File: src/rtl/button_pulse_conditioner.sv
// Debounces raw push-buttons and emits registered one-hot single-cycle press pulses.
// Define DEBOUNCE_BYPASS_EN to drop the counters and follow the synchronised level directly.
module button_pulse_conditioner #(
   parameter int unsigned N_BUTTONS       = 3,
   parameter int unsigned DEBOUNCE_CYCLES = 1000000,
   parameter int unsigned CNT_WIDTH       = 20
) (
   input  logic                 clock,
   input  logic                 reset,
   input  logic [N_BUTTONS-1:0] buttons_raw,
   output logic [N_BUTTONS-1:0] buttons,
   output logic [N_BUTTONS-1:0] buttons_level,
   output logic                 collision
);

   localparam logic [N_BUTTONS-1:0] One = N_BUTTONS'(1);

   logic [N_BUTTONS-1:0] s1_q, s1_d;
   logic [N_BUTTONS-1:0] s2_q, s2_d;
   logic [N_BUTTONS-1:0] level_q, level_d;
   logic [N_BUTTONS-1:0] buttons_q, buttons_d;
   logic                 collision_q, collision_d;
   logic [N_BUTTONS-1:0] accept;
   logic [N_BUTTONS-1:0] press;
   logic                 multi;

`ifndef DEBOUNCE_BYPASS_EN
   localparam logic [CNT_WIDTH-1:0] CntLast = CNT_WIDTH'(DEBOUNCE_CYCLES - 1);

   logic [N_BUTTONS-1:0][CNT_WIDTH-1:0] cnt_q, cnt_d;
`endif

   always_comb begin
      s1_d = buttons_raw;
      s2_d = s1_q;
`ifdef DEBOUNCE_BYPASS_EN
      accept = s2_q ^ level_q;
`else
      accept = '0;
      cnt_d  = cnt_q;
      for (int i = 0; i < int'(N_BUTTONS); i++) begin
         // Any sample matching the held level restarts the stability count.
         if (s2_q[i] == level_q[i]) begin
            cnt_d[i] = '0;
         end else if (cnt_q[i] == CntLast) begin
            accept[i] = 1'b1;
            cnt_d[i]  = '0;
         end else begin
            cnt_d[i] = cnt_q[i] + 1'b1;
         end
      end
`endif
      level_d     = level_q ^ accept;
      press       = accept & s2_q;
      // More than one bit set: clearing the lowest set bit leaves something behind.
      multi       = (press & (press - One)) != '0;
      buttons_d   = multi ? '0 : press;
      collision_d = multi;
   end

   always_ff @(posedge clock) begin
      if (reset) begin
         s1_q        <= '0;
         s2_q        <= '0;
         level_q     <= '0;
         buttons_q   <= '0;
         collision_q <= 1'b0;
`ifndef DEBOUNCE_BYPASS_EN
         cnt_q       <= '0;
`endif
      end else begin
         s1_q        <= s1_d;
         s2_q        <= s2_d;
         level_q     <= level_d;
         buttons_q   <= buttons_d;
         collision_q <= collision_d;
`ifndef DEBOUNCE_BYPASS_EN
         cnt_q       <= cnt_d;
`endif
      end
   end

   assign buttons       = buttons_q;
   assign buttons_level = level_q;
   assign collision     = collision_q;

endmodule

File: config.mk
export PLATFORM = sky130hd
export DESIGN_NAME = button_pulse_conditioner
export DESIGN_NICKNAME = d
export VERILOG_FILES = /design/src/rtl/button_pulse_conditioner.sv
export SDC_FILE = /design/constraint.sdc
export NUM_CORES = 1
export LEC_CHECK = 0
export ABC_AREA = 1
export ABC_CLOCK_PERIOD_IN_PS = 2100
export CAP_MARGIN = 0
export CORE_MARGIN = 3
export CORE_UTILIZATION = 60
export DETAILED_ROUTE_END_ITERATION = 16
export GPL_TIMING_DRIVEN = 1
export PLACE_DENSITY = 0.77
export SETUP_SLACK_MARGIN = 0.05
export SLEW_MARGIN = 20
export SYNTH_ARGS = -nofsm -noshare
export SYNTH_HDL_FRONTEND = slang
export SYNTH_SLANG_ARGS = --single-unit
export TNS_END_PERCENT = 1
File: constraint.sdc
create_clock -name clock -period 2.1 [get_ports clock]
set_input_delay 0.42 -clock clock [delete_from_list [all_inputs] [get_ports clock]]
set_output_delay 0.42 -clock clock [all_outputs]
set_load 0.03 [all_outputs]
==> qor.txt <==
outcome: complete, no violations
clock transition at the registers of the reported paths: 80 ps
slowest library cell on the worst path: sky130_fd_sc_hd__clkdlybuf4s50_1
total wire length: 6.30 mm
quantity of gates resized following cts: 0
number of instances in the placed design: 540
setup repair after global routing missed its margin: false
critical-path maximum fanout: 4
Sequential Power Share: 0.556
vertical die dimension: 81.5 um
number of H-tree branching levels: 3
Int Pwr: 1980 uW
Design Power: 2510 uW
maximum number of pins on one net before global-route repair: 21
switching portion of total power: 0.211
flip-flop cell with the highest count after synthesis: sky130_fd_sc_hd__dfxtp_1
number of enable-type register cells in the synthesized netlist: 0
overall global routing resource usage: 0.214
hold violation total from the final report: 0
start point of the worst min-delay path: s1_q[1]$_SDFF_PP0_
number of setup violations in the final report: 0
biggest area consumer among synthesized cells: sky130_fd_sc_hd__dfxtp_1
cells traversed along the worst timing path: clkdlybuf4s50_1
hold buffer count at CTS: 0
commonest cells in the synthesized netlist: sky130_fd_sc_hd__nand2_1, sky130_fd_sc_hd__nor2_1, sky130_fd_sc_hd__dfxtp_1, sky130_fd_sc_hd__inv_1, sky130_fd_sc_hd__a21oi_1
most repeated cell in the gate-level netlist after synthesis: sky130_fd_sc_hd__nand2_1
Post-Syn Area per Cell: 7.39 um^2
sequential share of the synthesized area: 0.428
async set or reset register ratio after synthesis: 0
fmax: 531 MHz
startpoint of the most critical register-to-register path: cnt_q[0]$_SDFF_PP0_
Clock Skew: 8.33 ps
TritonCTS clock tree: done
number of buffer and inverter instances along the worst setup path: 1
core region area: 0.00530 mm^2
remaining max-slew budget at the tightest pin: 0.742
Slew Viols, Final: 0
final cycle utilization of the critical path: 0.896
Clock Sinks: 73
total global routing overflow: 0
number of optimization iterations in the first detailed-route pass: 4
HPWL Detailed: 4.64 mm
Worst Hold Class: flop to flop
DP Worst Slack: 262 ps
die span in x: 81.5 um
Root Buffer Master: sky130_fd_sc_hd__clkbuf_8
leading post-synthesis cells by cell area: sky130_fd_sc_hd__dfxtp_1, sky130_fd_sc_hd__nand2_1, sky130_fd_sc_hd__nor2_1, sky130_fd_sc_hd__inv_1, sky130_fd_sc_hd__xor2_1
effective utilization at floorplan: 0.644
setup slack after layout: 218 ps
synthesized netlist cell count: 462
endpoint type of the worst setup path: output port
ANT nets after route: 0
Mapped Nets: 470
number of buffers inserted during clock tree synthesis: 9
number of warning messages in the yosys log: 0
number of placed I/O pins: 12
kind of launch point of the worst setup path: flop
worst-case hold slack: 404 ps
number of remaining DRC errors: 0
number of global-route vias before repair: 2646
peak per-stage delay on the critical path: 720 ps
first-pass GRT wire length: 11.2 mm
pwr dens: 661 mW/mm^2
minimum clock period after layout: 1880 ps
switching power total: 529 uW
number of max-cap violations: 0
final routed wire length divided by cell count: 11.4 um
final antenna diode count: 0
maximum vdd ir drop: 0.000586 V
fin cells: 555
Rows: 26
die area: 0.00663 mm^2
Tightest Pin Transition: 384 ps
post-DR vias/cell: 5.18
Clock Latency Late Sink: 340 ps
area share of the leading cell type in the synthesized netlist: 0.428
FF+latch count, synth: 73
last weighted congestion value of the routability-driven placer: 0.860
worst reg2reg setup slack: 390 ps
share of total power in the clock network: 0.429
signal arrival time at the worst endpoint: 1460 ps
static leakage: 0.00126 uW
proportion of layout cells with a drive suffix above 1: 0.0969
number of distinct library cells after synthesis: 38
gate family responsible for the most delay along the worst path: buffers and inverters
setup tns final: 0 ps
number of violations reported at the end of detailed-routing iteration 0: 158
input/output buffers: 11
initial antenna violation count: 0
Data required, critical path: 1680 ps
via count: 2873
crit path kind: flop to output port
Max clock buf depth: 2
number of nets in the layout: 489
layout overhead on the synthesized area: 11.0%
share of total power in combinational logic: 0.014
area of the mapped netlist: 0.00342 mm^2
setup bufs post-CTS: 0
[final timing paths]
kind                     endpoint  depth (start not counted)
max              buttons_level[0]                          1
min            s2_q[1]$_SDFF_PP0_                          2
max reg2reg  cnt_q[16]$_SDFF_PP0_                          9
min reg2reg    s2_q[1]$_SDFF_PP0_                          2
[worst reg2reg max path: stages, from the launching register on]
cell                      delay [ps]
sky130_fd_sc_hd__dfxtp_1         360
sky130_fd_sc_hd__ha_1            180
sky130_fd_sc_hd__nand2_1         100
sky130_fd_sc_hd__nor2_4          160
sky130_fd_sc_hd__nand4_2         140
sky130_fd_sc_hd__nor2_2          200
sky130_fd_sc_hd__nand2_1         100
sky130_fd_sc_hd__nor2_1          130
sky130_fd_sc_hd__xor2_1          170
sky130_fd_sc_hd__nor2_1           60
[stage by stage]
step            util  instance area, um^2
3_5_place_dp   0.678                 3600
5_1_grt        0.715                 3790
4_1_cts        0.715                 3790
2_1_floorplan      -                 3420
6_report       0.715                 3790
3_3_place_gp   0.678                 3600
[final cells by class]
type                       count  area, um^2
fill                         440        1510
clock inverter                 5        56.3
inverter                      57         214
tap                           70        87.6
clock buffer                  10         138
timing repair buffer          14         133
sequential                    73        1460
multi-input combinational    326        1700
[layer usage]
metal / vias up / track usage / wire length, um
met2: 40 / 0.353 / 2910
met4: 0 / 0.0946 / 111
met5: - / 0 / 0
li1: 1519 / - / -
met3: 8 / 0.0428 / 222
met1: 1306 / 0.272 / 3050
[cells in the final DEF, fill, tap and decap left out, types with 10 or more instances in the layout]
| master | count |
|---|---|
| sky130_fd_sc_hd__nand2_1 | 87 |
| sky130_fd_sc_hd__nor2_1 | 79 |
| sky130_fd_sc_hd__dfxtp_1 | 73 |
| sky130_fd_sc_hd__inv_1 | 53 |
| sky130_fd_sc_hd__a21oi_1 | 25 |
| sky130_fd_sc_hd__nand3_1 | 23 |
| sky130_fd_sc_hd__nand4_1 | 19 |
| sky130_fd_sc_hd__nor3_1 | 18 |
| sky130_fd_sc_hd__xor2_1 | 15 |
| sky130_fd_sc_hd__clkdlybuf4s50_1 | 11 |
| sky130_fd_sc_hd__clkbuf_8 | 10 |
[power groups by stage]
stage                     combinational, uW  clock, uW  sequential, uW
after floorplan                        24.1          0            1430
after global placement                 35.8          0            1430
after detailed placement               36.3          0            1430
after CTS                              36.5       1100            1390
after global routing                   40.4       1160            1390
final                                  36.3       1080            1390
[registers in the layout (all words and copies together) (netlist names), named ones only]
register / cells
cnt_q: 60
collision: 1
buttons: 3
s1_q: 3
s2_q: 3
[cells by family after synthesis]
kind of cell | share of synthesized area
flip-flops | 0.428
adder cells (fa/ha/maj) | 0.0110
AO/OA/AOI/OAI | 0.0564
XOR/XNOR | 0.0564
AND/OR/NAND/NOR | 0.374
buffers and inverters | 0.0744
Note: power is estimated with default switching activity, not from simulation.
